File: config.mk
export PLATFORM = sky130hd
export DESIGN_NAME = axis_random_throttle
export DESIGN_NICKNAME = d
export VERILOG_FILES = /design/src/rtl/axis_random_throttle.sv
export SDC_FILE = /design/constraint.sdc
export NUM_CORES = 1
export LEC_CHECK = 0
export CORE_MARGIN = 2
export CORE_UTILIZATION = 50
export CTS_CLUSTER_SIZE = 12
export DETAILED_ROUTE_END_ITERATION = 16
export PLACE_DENSITY = 0.9
export SLEW_MARGIN = 25
export SYNTH_ARGS = -nofsm -noshare
export SYNTH_HDL_FRONTEND = slang
export SYNTH_SLANG_ARGS = --single-unit
File: constraint.sdc
create_clock -name clk -period 3.8 [get_ports clk]
set_input_delay 0.76 -clock clk [delete_from_list [all_inputs] [get_ports clk]]
set_output_delay 0.76 -clock clk [all_outputs]
set_load 0.02 [all_outputs]
File: src/rtl/axis_random_throttle.sv
// axis_random_throttle: AXI4-Stream pass-through stage that injects reproducible
// pseudo-random backpressure (in_tready low) and valid gaps (out_tvalid low).
// A 2-entry registered buffer decouples the two sides. A single 16-bit
// Fibonacci LFSR, reloaded from SEED on reset, drives both stall decisions,
// so the same seed and stimulus always give the same cycle-by-cycle trace.
module axis_random_throttle #(
  parameter int unsigned DATA_WIDTH = 32,
  parameter logic [15:0] SEED       = 16'hACE1,
  parameter logic [7:0]  IN_STALL   = 8'd64,
  parameter logic [7:0]  OUT_GAP    = 8'd64
) (
  input  logic                  clk,
  input  logic                  resetn,
  // upstream (slave) side
  input  logic [DATA_WIDTH-1:0] in_tdata,
  input  logic                  in_tvalid,
  output logic                  in_tready,
  input  logic                  in_tlast,
  // downstream (master) side
  output logic [DATA_WIDTH-1:0] out_tdata,
  output logic                  out_tvalid,
  input  logic                  out_tready,
  output logic                  out_tlast,
  // completed downstream handshakes, wraps silently
  output logic [31:0]           beat_count
);

  // An all-zero LFSR would lock up, so a zero seed falls back to the default.
  localparam logic [15:0] SEED_EFF = (SEED == 16'h0000) ? 16'hACE1 : SEED;

  typedef struct packed {
    logic                  last;
    logic [DATA_WIDTH-1:0] data;
  } beat_t;

  beat_t       mem [2];
  logic        wr_ptr;
  logic        rd_ptr;
  logic [1:0]  count;
  logic        holding;
  logic [15:0] lfsr;

  logic        lfsr_fb;
  logic [8:0]  in_diff;
  logic [8:0]  out_diff;
  logic        in_stall;
  logic        out_gap;
  logic        wr_en;
  logic        rd_en;

  // Feedback for x^16 + x^14 + x^13 + x^11, shifting toward bit 0.
  assign lfsr_fb = lfsr[0] ^ lfsr[2] ^ lfsr[3] ^ lfsr[5];

  // "byte < threshold" is the borrow of a 9-bit subtraction; a threshold of 0
  // can never borrow, so it never stalls.
  assign in_diff  = {1'b0, lfsr[7:0]}  - {1'b0, IN_STALL};
  assign out_diff = {1'b0, lfsr[15:8]} - {1'b0, OUT_GAP};
  assign in_stall = in_diff[8];
  assign out_gap  = out_diff[8];

  // Full blocks the producer even when a read happens in the same cycle.
  assign in_tready  = resetn && (count != 2'd2) && !in_stall;
  // A gap may only delay the start of a beat; once shown it is held.
  assign out_tvalid = (count != 2'd0) && (holding || !out_gap);
  assign out_tdata  = mem[rd_ptr].data;
  assign out_tlast  = mem[rd_ptr].last;

  assign wr_en = in_tvalid && in_tready;
  assign rd_en = out_tvalid && out_tready;

  // Control state: LFSR, pointers, occupancy, hold flag and beat counter.
  // NOTE: sequential state uses non-blocking assignments so every register
  // samples the pre-edge values, independent of statement order.
  always_ff @(posedge clk or negedge resetn) begin
    if (!resetn) begin
      lfsr       <= SEED_EFF;
      wr_ptr     <= 1'b0;
      rd_ptr     <= 1'b0;
      count      <= 2'd0;
      holding    <= 1'b0;
      beat_count <= 32'd0;
    end else begin
      lfsr    <= {lfsr_fb, lfsr[15:1]};
      holding <= out_tvalid && !out_tready;
      if (wr_en) wr_ptr <= !wr_ptr;
      if (rd_en) begin
        rd_ptr     <= !rd_ptr;
        beat_count <= beat_count + 32'd1;
      end
      case ({wr_en, rd_en})
        2'b10:   count <= count + 2'd1;
        2'b01:   count <= count - 2'd1;
        default: count <= count;
      endcase
    end
  end

  // Beat storage, written on an accepted upstream beat.
  // NOTE: the data array has no reset; its contents are only observed
  // through count, which is reset, so clearing it would buy nothing.
  always_ff @(posedge clk) begin
    if (wr_en) mem[wr_ptr] <= '{last: in_tlast, data: in_tdata};
  end

endmodule

# [After elaboration in Yosys (flattened, before gate mapping)]
# Memory sizes are Yosys's and may differ from the RTL's.
# Cells that the tools add are included.
[word_totals] regBits=53 ramBits=66 output_inout_bits=67 elab_cells=35 mem_count=1
[classes] add_sub_neg=5 eq_ne=3 n_mux=3 n_bitwise=3 n_reduce_logical=14
[mem_list] memory="mem" depth=2 word_bits=33 read_ports=1 rd_ports_with_merged_regs=0 wr=1 line="36" text="beat_t mem [2];"
[ops] operator="32-bit by 1-bit adder with 32-bit output (second input constant)" count=1
[ops] operator="8-bit by 7-bit subtractor with 9-bit output (second input constant)" count=2
[ops] operator="1-bit logical AND" count=6
[ops] operator="1-bit zero test" count=5
[ops] operator="2-bit case mux with 2 select lines" count=1
[ops] operator="2-bit nonzero test" count=2
[ops] operator="1-bit bitwise XOR" count=3
[ops] operator="2-bit by 1-bit adder with 2-bit output (second input constant)" count=1
[ops] operator="2-bit by 1-bit == test with 1-bit output (second input constant)" count=1
[ops] operator="2-bit == test (second input constant)" count=1
[ops] operator="1-bit 2-to-1 mux" count=2
[ops] operator="2-bit != test (second input constant)" count=1
[ops] operator="2-bit by 1-bit subtractor with 2-bit output (second input constant)" count=1
[ops] operator="1-bit logical OR" count=1

# [Longest topological paths before layout]
[logic_depth] ltp_word=7 mapped_depth=7 ltp_nobuf=7

# [Least setup slack after synthesis]
# Ideal clock, no wire load.
[synth_path] kind="input port to flip-flop" start="input port resetn" end="memory mem[0][0] (netlist name), enable pin" setup_ns=0.423 arrival_time_ns=2.540 required_ns=3.377 slack_ns=0.837 stages=3 cell_sequence="o221a_2 -> nand2_1 -> nor2_1"
[synth_between] elab_chain_len=5
[synth_rtl] item="start, declared" line="13" text="input logic resetn,"
[synth_rtl] item="1-bit logical AND (2 in a row)" line="62" text="assign in_tready = resetn && (count != 2'd2) && !in_stall;"
[synth_rtl] item="1-bit logical AND" line="68" text="assign wr_en = in_tvalid && in_tready;"
[synth_rtl] item="1-bit 2-to-1 mux" line="102" text="if (wr_en) mem[wr_ptr] <= '{last: in_tlast, data: in_tdata};"
[synth_rtl] item="1-bit 2-to-1 mux (not written as such)" line="102"
[synth_rtl] item="end, declared" line="36"
# No other way between the ends.

# [Worst setup path after layout]
[layout_path] start="register rd_ptr" end="output port out_tdata[27]"
[layout_between] elab_chain_len=1
[layout_rtl] item="start, declared" line="38" text="logic rd_ptr;"
[layout_rtl] item="start signal, assigned" line="87" text="rd_ptr <= !rd_ptr;"
[layout_rtl] item="memory read 2 x 33 bit"
[layout_rtl] item="end, declared" line="20" text="output logic [DATA_WIDTH-1:0] out_tdata,"
# No other way between the ends.

==> metrics <==
Max IR drop VDD 0.2773 mV; max incr delay on CP 0.57 ns; CTS max path bufs 2; H-tree depth 4; worst min path class flop to flop; run status complete, no violations; total negative slack 0 ns; Post-synth EDFFs 66; Tcrit/Tclk final 78.57%; most frequent cell after synthesis edfxtp_1; Final #Nets 438; Post-CTS Setup Bufs 0; WL/cell 17.60 um; Iter 0 DRT Violations 107; crit path kind flop to primary output; fraction of layout cells with a size suffix above 1 21.12%; largest net degree at the start of global routing 54; DIE AREA 9959 um^2; post-synth cell types 29; Fin. Hold Viols 0; Setup Skew 0.003982 ns; first-pass GRT wire length 14,730 um; CP Launch Type flop; num ports 104; setup violators final 0; asr flop ratio synth 44.54%; remaining antenna violation count after routing 0; hold-fix buffers at CTS 0; Die Y-Extent 99.80 um; Skew-Pair Late Insertion Delay 0.49 ns; Worst Path Required 3.04 ns; Die Span X 99.80 um; Main synth FF type edfxtp_1; clock root buffer clkbuf_8; Core ar. 8806 um^2; relative slew slack 35.85%; DR DRC count 0; RSZ-0062 raised after global routing false; HPWL after DPL 5886 um; #FFs+latches synth 119; num rows 34; top cells by count, synth edfxtp_1 (66), dfrtp_1 (45), mux2_2 (34); LEAKAGE 2.530 nW; MaxCap Viol Count 0; vias in the first global route 2,873; CTS tree yes; slowest cell on the critical path clkdlybuf4s50_1; diode count 0; initial core utilization 52.10%; power density cells 461.9 nW/um^2; Vias per Instance 5.238; Final min period 2.986 ns; vias post-DR 2,724; drt pass-1 iters 6; highest net fanout along the worst path 33; final wirelength 9152 um; Mapped Cells 282; GR Overflow Total 0; Final Max Slew Viols 0; antenna violations before repair 0; post_cts resized 0; synthesized area 4588 um^2; IO Port Bufs 103; CP Capture Type primary output; top cell type's share of synthesized area 43.20%; Placer Congestion 0.7989; cell taking the most area after synthesis edfxtp_1; TritonCTS buffer count 17; Least-Margin Pin Slew 0.9599 ns; fmax 334.9 MHz; sequential element share of the synthesized area 72.32%; Reg clk slew, reported paths 0.06 ns; Synth Area per Inst 16.27 um^2; CP Cell Sequence buf_4 > mux2_2 > clkdlybuf4s50_1; YS warnings 0; Mapped Nets 321; Worst EP arrival 2.23 ns; worst hold slack 0.3513 ns; Area contributors post-synth edfxtp_1 (43%), dfrtp_1 (25%), mux2_2 (8.3%), dfstp_2 (4.6%), xor2_1 (4.6%); global-route usage over all layers 19.45%; Area Growth Syn to Fin 37.55%; clk sinks 119
area by class of cell:
cell class | count | area [um^2]
flip-flops and latches | 119 | 3318
fillers | 562 | 2495
multi-input cells | 144 | 1196
repair buffers | 107 | 1056
clock buffers | 17 | 414.1
clock inverters | 15 | 153.9
well taps | 108 | 135.1
inverters | 10 | 37.54
per-stage QoR:
stage               area, um^2  utilization, %  power [mW]  cells  setup slack [ns]
finish                    6311           71.67       2.915    520            0.8144
detailed placement        5743           65.22       1.444    488             1.211
global route              6311           71.67       3.021    520            0.7102
global placement          5743           65.22       1.441    488             1.274
floorplan                 4588               -       1.391    282            0.8366
CTS                       6311           71.67       2.945    520            0.7765
placed cells by master (no fill, tap or decap), types with 3 or more instances in the layout:
cell               n
xor2_1            24
clkinvlp_4         5
dfstp_2            8
xnor2_1           15
clkdlybuf4s50_1  102
clkbuf_16         16
nor4_1             6
and3_1             3
inv_6              3
nand2_1           13
nand4_1            5
edfxtp_1          66
nor4_4             3
dfrtp_1           45
buf_4              4
inv_1             10
nand3_1            7
nor3_1            11
nor2_1             9
mux2_2            34
worst paths after layout:
check / cells past startpoint / start / slack [ns] / end
min in group asynchronous: 2 / resetn / 0.43 / beat_count[17]$_DFFE_PN0P_
max: 3 / rd_ptr$_DFFE_PN0P_ / 0.81 / out_tdata[27]
max reg2reg: 3 / lfsr[7]$_DFF_PN1_ / 1.76 / mem[0][26]$_DFFE_PP_
max in group asynchronous: 2 / resetn / 2.95 / beat_count[28]$_DFFE_PN0P_
min reg2reg: 0 / lfsr[8]$_DFF_PN0_ / 0.35 / lfsr[7]$_DFF_PN1_
min: 0 / lfsr[8]$_DFF_PN0_ / 0.35 / lfsr[7]$_DFF_PN1_
per-layer routing:
layer  routed length, um  track usage [%]
met3                 724            7.521
met4                  72            5.690
met2                4489            30.87
met5                   0                0
met1                3866            25.15
cell families (layout without fill, tap and decap cells):
group | count (synthesis) | in the layout | synth area share, %
DFF | 119 | 119 | 72.32
and+or+nand+nor | 67 | 67 | 9.081
xor gates and xnor gates | 39 | 39 | 7.445
muxes | 34 | 34 | 8.345
buffers and inverters | 19 | 149 | 1.773
adders and majority gates | 2 | 2 | 0.5453
AOI/OAI and AO/OA | 2 | 2 | 0.4908
critical path, delay by kind of cell (launching register included):
| kind | cells | cell delay (ns) |
|---|---|---|
| muxes | 1 | 0.39 |
| DFF | 1 | 0.36 |
| buffers and inverters | 2 | 0.96 |
state kept, by name, indices dropped and copies added (netlist names):
signal	flops
mem	66
beat_count	32
lfsr	16
count	2
holding	1
rd_ptr	1
wr_ptr	1
power by group:
group / internal, mW / switching [mW] / total, mW / leakage [nW]
registers: 1.37 / 0 / 1.37 / 1.27
clock network: 0.933 / 0.562 / 1.50 / 0.262
logic: 0.0327 / 0.0210 / 0.0537 / 1.00
Note: power is estimated with default switching activity, not from simulation.
==> patch, RTL diff (same settings) <==
Change the parameter `DATA_WIDTH` from 32 to 16.
--- a/src/rtl/axis_random_throttle.sv
+++ b/src/rtl/axis_random_throttle.sv
@@ -4,7 +4,7 @@
 // Fibonacci LFSR, reloaded from SEED on reset, drives both stall decisions,
 // so the same seed and stimulus always give the same cycle-by-cycle trace.
 module axis_random_throttle #(
-  parameter int unsigned DATA_WIDTH = 32,
+  parameter int unsigned DATA_WIDTH = 16,
   parameter logic [15:0] SEED       = 16'hACE1,
   parameter logic [7:0]  IN_STALL   = 8'd64,
   parameter logic [7:0]  OUT_GAP    = 8'd64
Ports: changed (resized in_tdata and out_tdata); port bits go from 104 to 72. The function was not compared with the original's and may differ.
==> patch against the unedited design <==
Wire length is 33% lower. Sequential power decreased by 27%. Global-route usage is 2.2 points lower. Fmax rose by 3.4%. Sequential cell count is 32 lower. Design area down 30%. Critical path depth down 1. Critical endpoint is now out_tdata[13]. Setup slack improved by 0.097 ns. Total power shrank 38%. Synthesized area down 26%. Largest cell class unchanged. Clock power is 56% lower. Sequential share of layout area increased by 0.98 points.
==> patch: results (changes against the unedited design) <==
* Result of the run: completed
- Cell Count Post-Placement: 371 (-24%)
* Design internal power: 1.38 mW (-41%)
- CP max stage cell: sky130_fd_sc_hd__dfrtp_1
- Leakage component of the power: 1.73 nW (-31%)
* Ranking of synthesized cells by area: sky130_fd_sc_hd__dfrtp_1 (33%), sky130_fd_sc_hd__edfxtp_1 (30%), sky130_fd_sc_hd__xnor2_1 (8.8%), sky130_fd_sc_hd__dfstp_2 (6.2%), sky130_fd_sc_hd__mux2_2 (6.0%)
- The clock latency at the later pin of the worst-skew pair is 0.33 ns (-0.16 ns).
- The maximum ir drop on the vdd rail is 0.260 mV (-6.1%).
- The clock slew at the register clock pins of the worst setup and hold paths came to 0.10 ns (+0.04 ns).
* Global-route wire length before repair: 9980 um (-32%)
- Final weighted congestion in routability-driven placement: 0.797 (-0.24%)
- The starting DRC count in detailed routing is 75 (-30%).
* Maximum single-stage delay on the critical path: 0.83 ns (+0.26 ns)
* Worst Hold Path EP: lfsr[11]
- The number of nets in the synthesized netlist was 246 (-23%).
- The total vias in the final route was 2035 (-25%).
* Filler-free cell count of the finished design: 387 (-26%)
- The slack of the worst reg-to-reg path came to 1.89 ns (+0.13 ns).
* Filler instances: 487 (-13%)
- The number of global-route vias before repair is 2069 (-28%).
* Total routed wirelength: 6160 um (-33%)
- WHS: 0.358 ns (+0.00638 ns)
- The final layout net count is 325 (-26%).
- Start of the worst register-to-register path: beat_count[2]
- Biggest registers after layout: mem x34, beat_count x32, lfsr x16
- Number of cells on the worst reg-to-reg path: 4 (+1)
[patch: changes by cell type after synthesis, moves of 4 or more]
cell / change
sky130_fd_sc_hd__nand4_1: +9
sky130_fd_sc_hd__mux2_2: -16
sky130_fd_sc_hd__clkbuf_1: -4
sky130_fd_sc_hd__nor3_1: -7
sky130_fd_sc_hd__nor2_1: -5
sky130_fd_sc_hd__inv_1: -7
sky130_fd_sc_hd__nor4_1: -5
sky130_fd_sc_hd__edfxtp_1: -32
sky130_fd_sc_hd__xnor2_1: +19
sky130_fd_sc_hd__nand3_1: +7
sky130_fd_sc_hd__xor2_1: -19
[patch: routing by layer]
| layer | vias up | wire [um] |
|---|---|---|
| met5 | - | 0 |
| met1 | 1003 | 2780 |
| li1 | 957 | - |
| met3 | 2 | 408 |
| met4 | 0 | 17 |
| met2 | 73 | 2960 |
[patch: critical path: cells and delay by family (launching register included)]
family	cells	cell delay, ns
buf+inv	1	0.54
flops	1	0.83
mux	1	0.43
[patch: final cells by class]
type                    count  area [um2]  share of cell area, %
multi-input cells         127         998                   22.7
clock inverters             7        86.3                   1.96
clock buffers               9         124                   2.81
flip-flops and latches     87        2360                   53.6
inverters                   4        15.0                  0.341
repair buffers             73         721                   16.4
well taps                  80         100                   2.27
[patch: kinds of logic (layout without fill, tap and decap cells)]
logic type	after synthesis	in the layout	share of synthesized area, %
AO/OA/AOI/OAI	2	2	1.14
flip-flops	87	87	69.3
multiplexers	18	18	5.96
adder cells (fa/ha/maj)	2	2	0.736
AND/OR/NAND/NOR	66	66	11.5
XOR/XNOR	39	39	10.0
buffers and inverters	9	93	1.32
[patch: how the worst max path moves through the flow]
stage | end | start | depth (start not counted) | slack (ns)
floorplan | mem[0][0] | resetn | 3 | 1.53
global placement | out_tdata[15] | rd_ptr | 2 | 1.26
detailed placement | out_tdata[15] | rd_ptr | 2 | 1.26
CTS | out_tdata[13] | rd_ptr | 2 | 0.87
global route | out_tdata[15] | rd_ptr | 2 | 0.80
finish | out_tdata[13] | rd_ptr | 2 | 0.91
[patch: per-stage QoR]
stage               power, mW  cell area [um2]  utilization (%)
finish                   1.79             4400             65.9
global route             1.86             4400             65.9
CTS                      1.81             4400             65.9
detailed placement       1.15             4190             62.7
global placement         1.15             4190             62.7
floorplan                1.08             3400                -
[patch: power by group through the flow]
stage               registers (mW)  logic (mW)  clock network, mW
finish                        1.00       0.125              0.665
global route                  1.01       0.134              0.723
CTS                           1.00       0.127              0.679
detailed placement            1.02       0.126                  0
global placement              1.02       0.124                  0
floorplan                     1.01      0.0607                  0
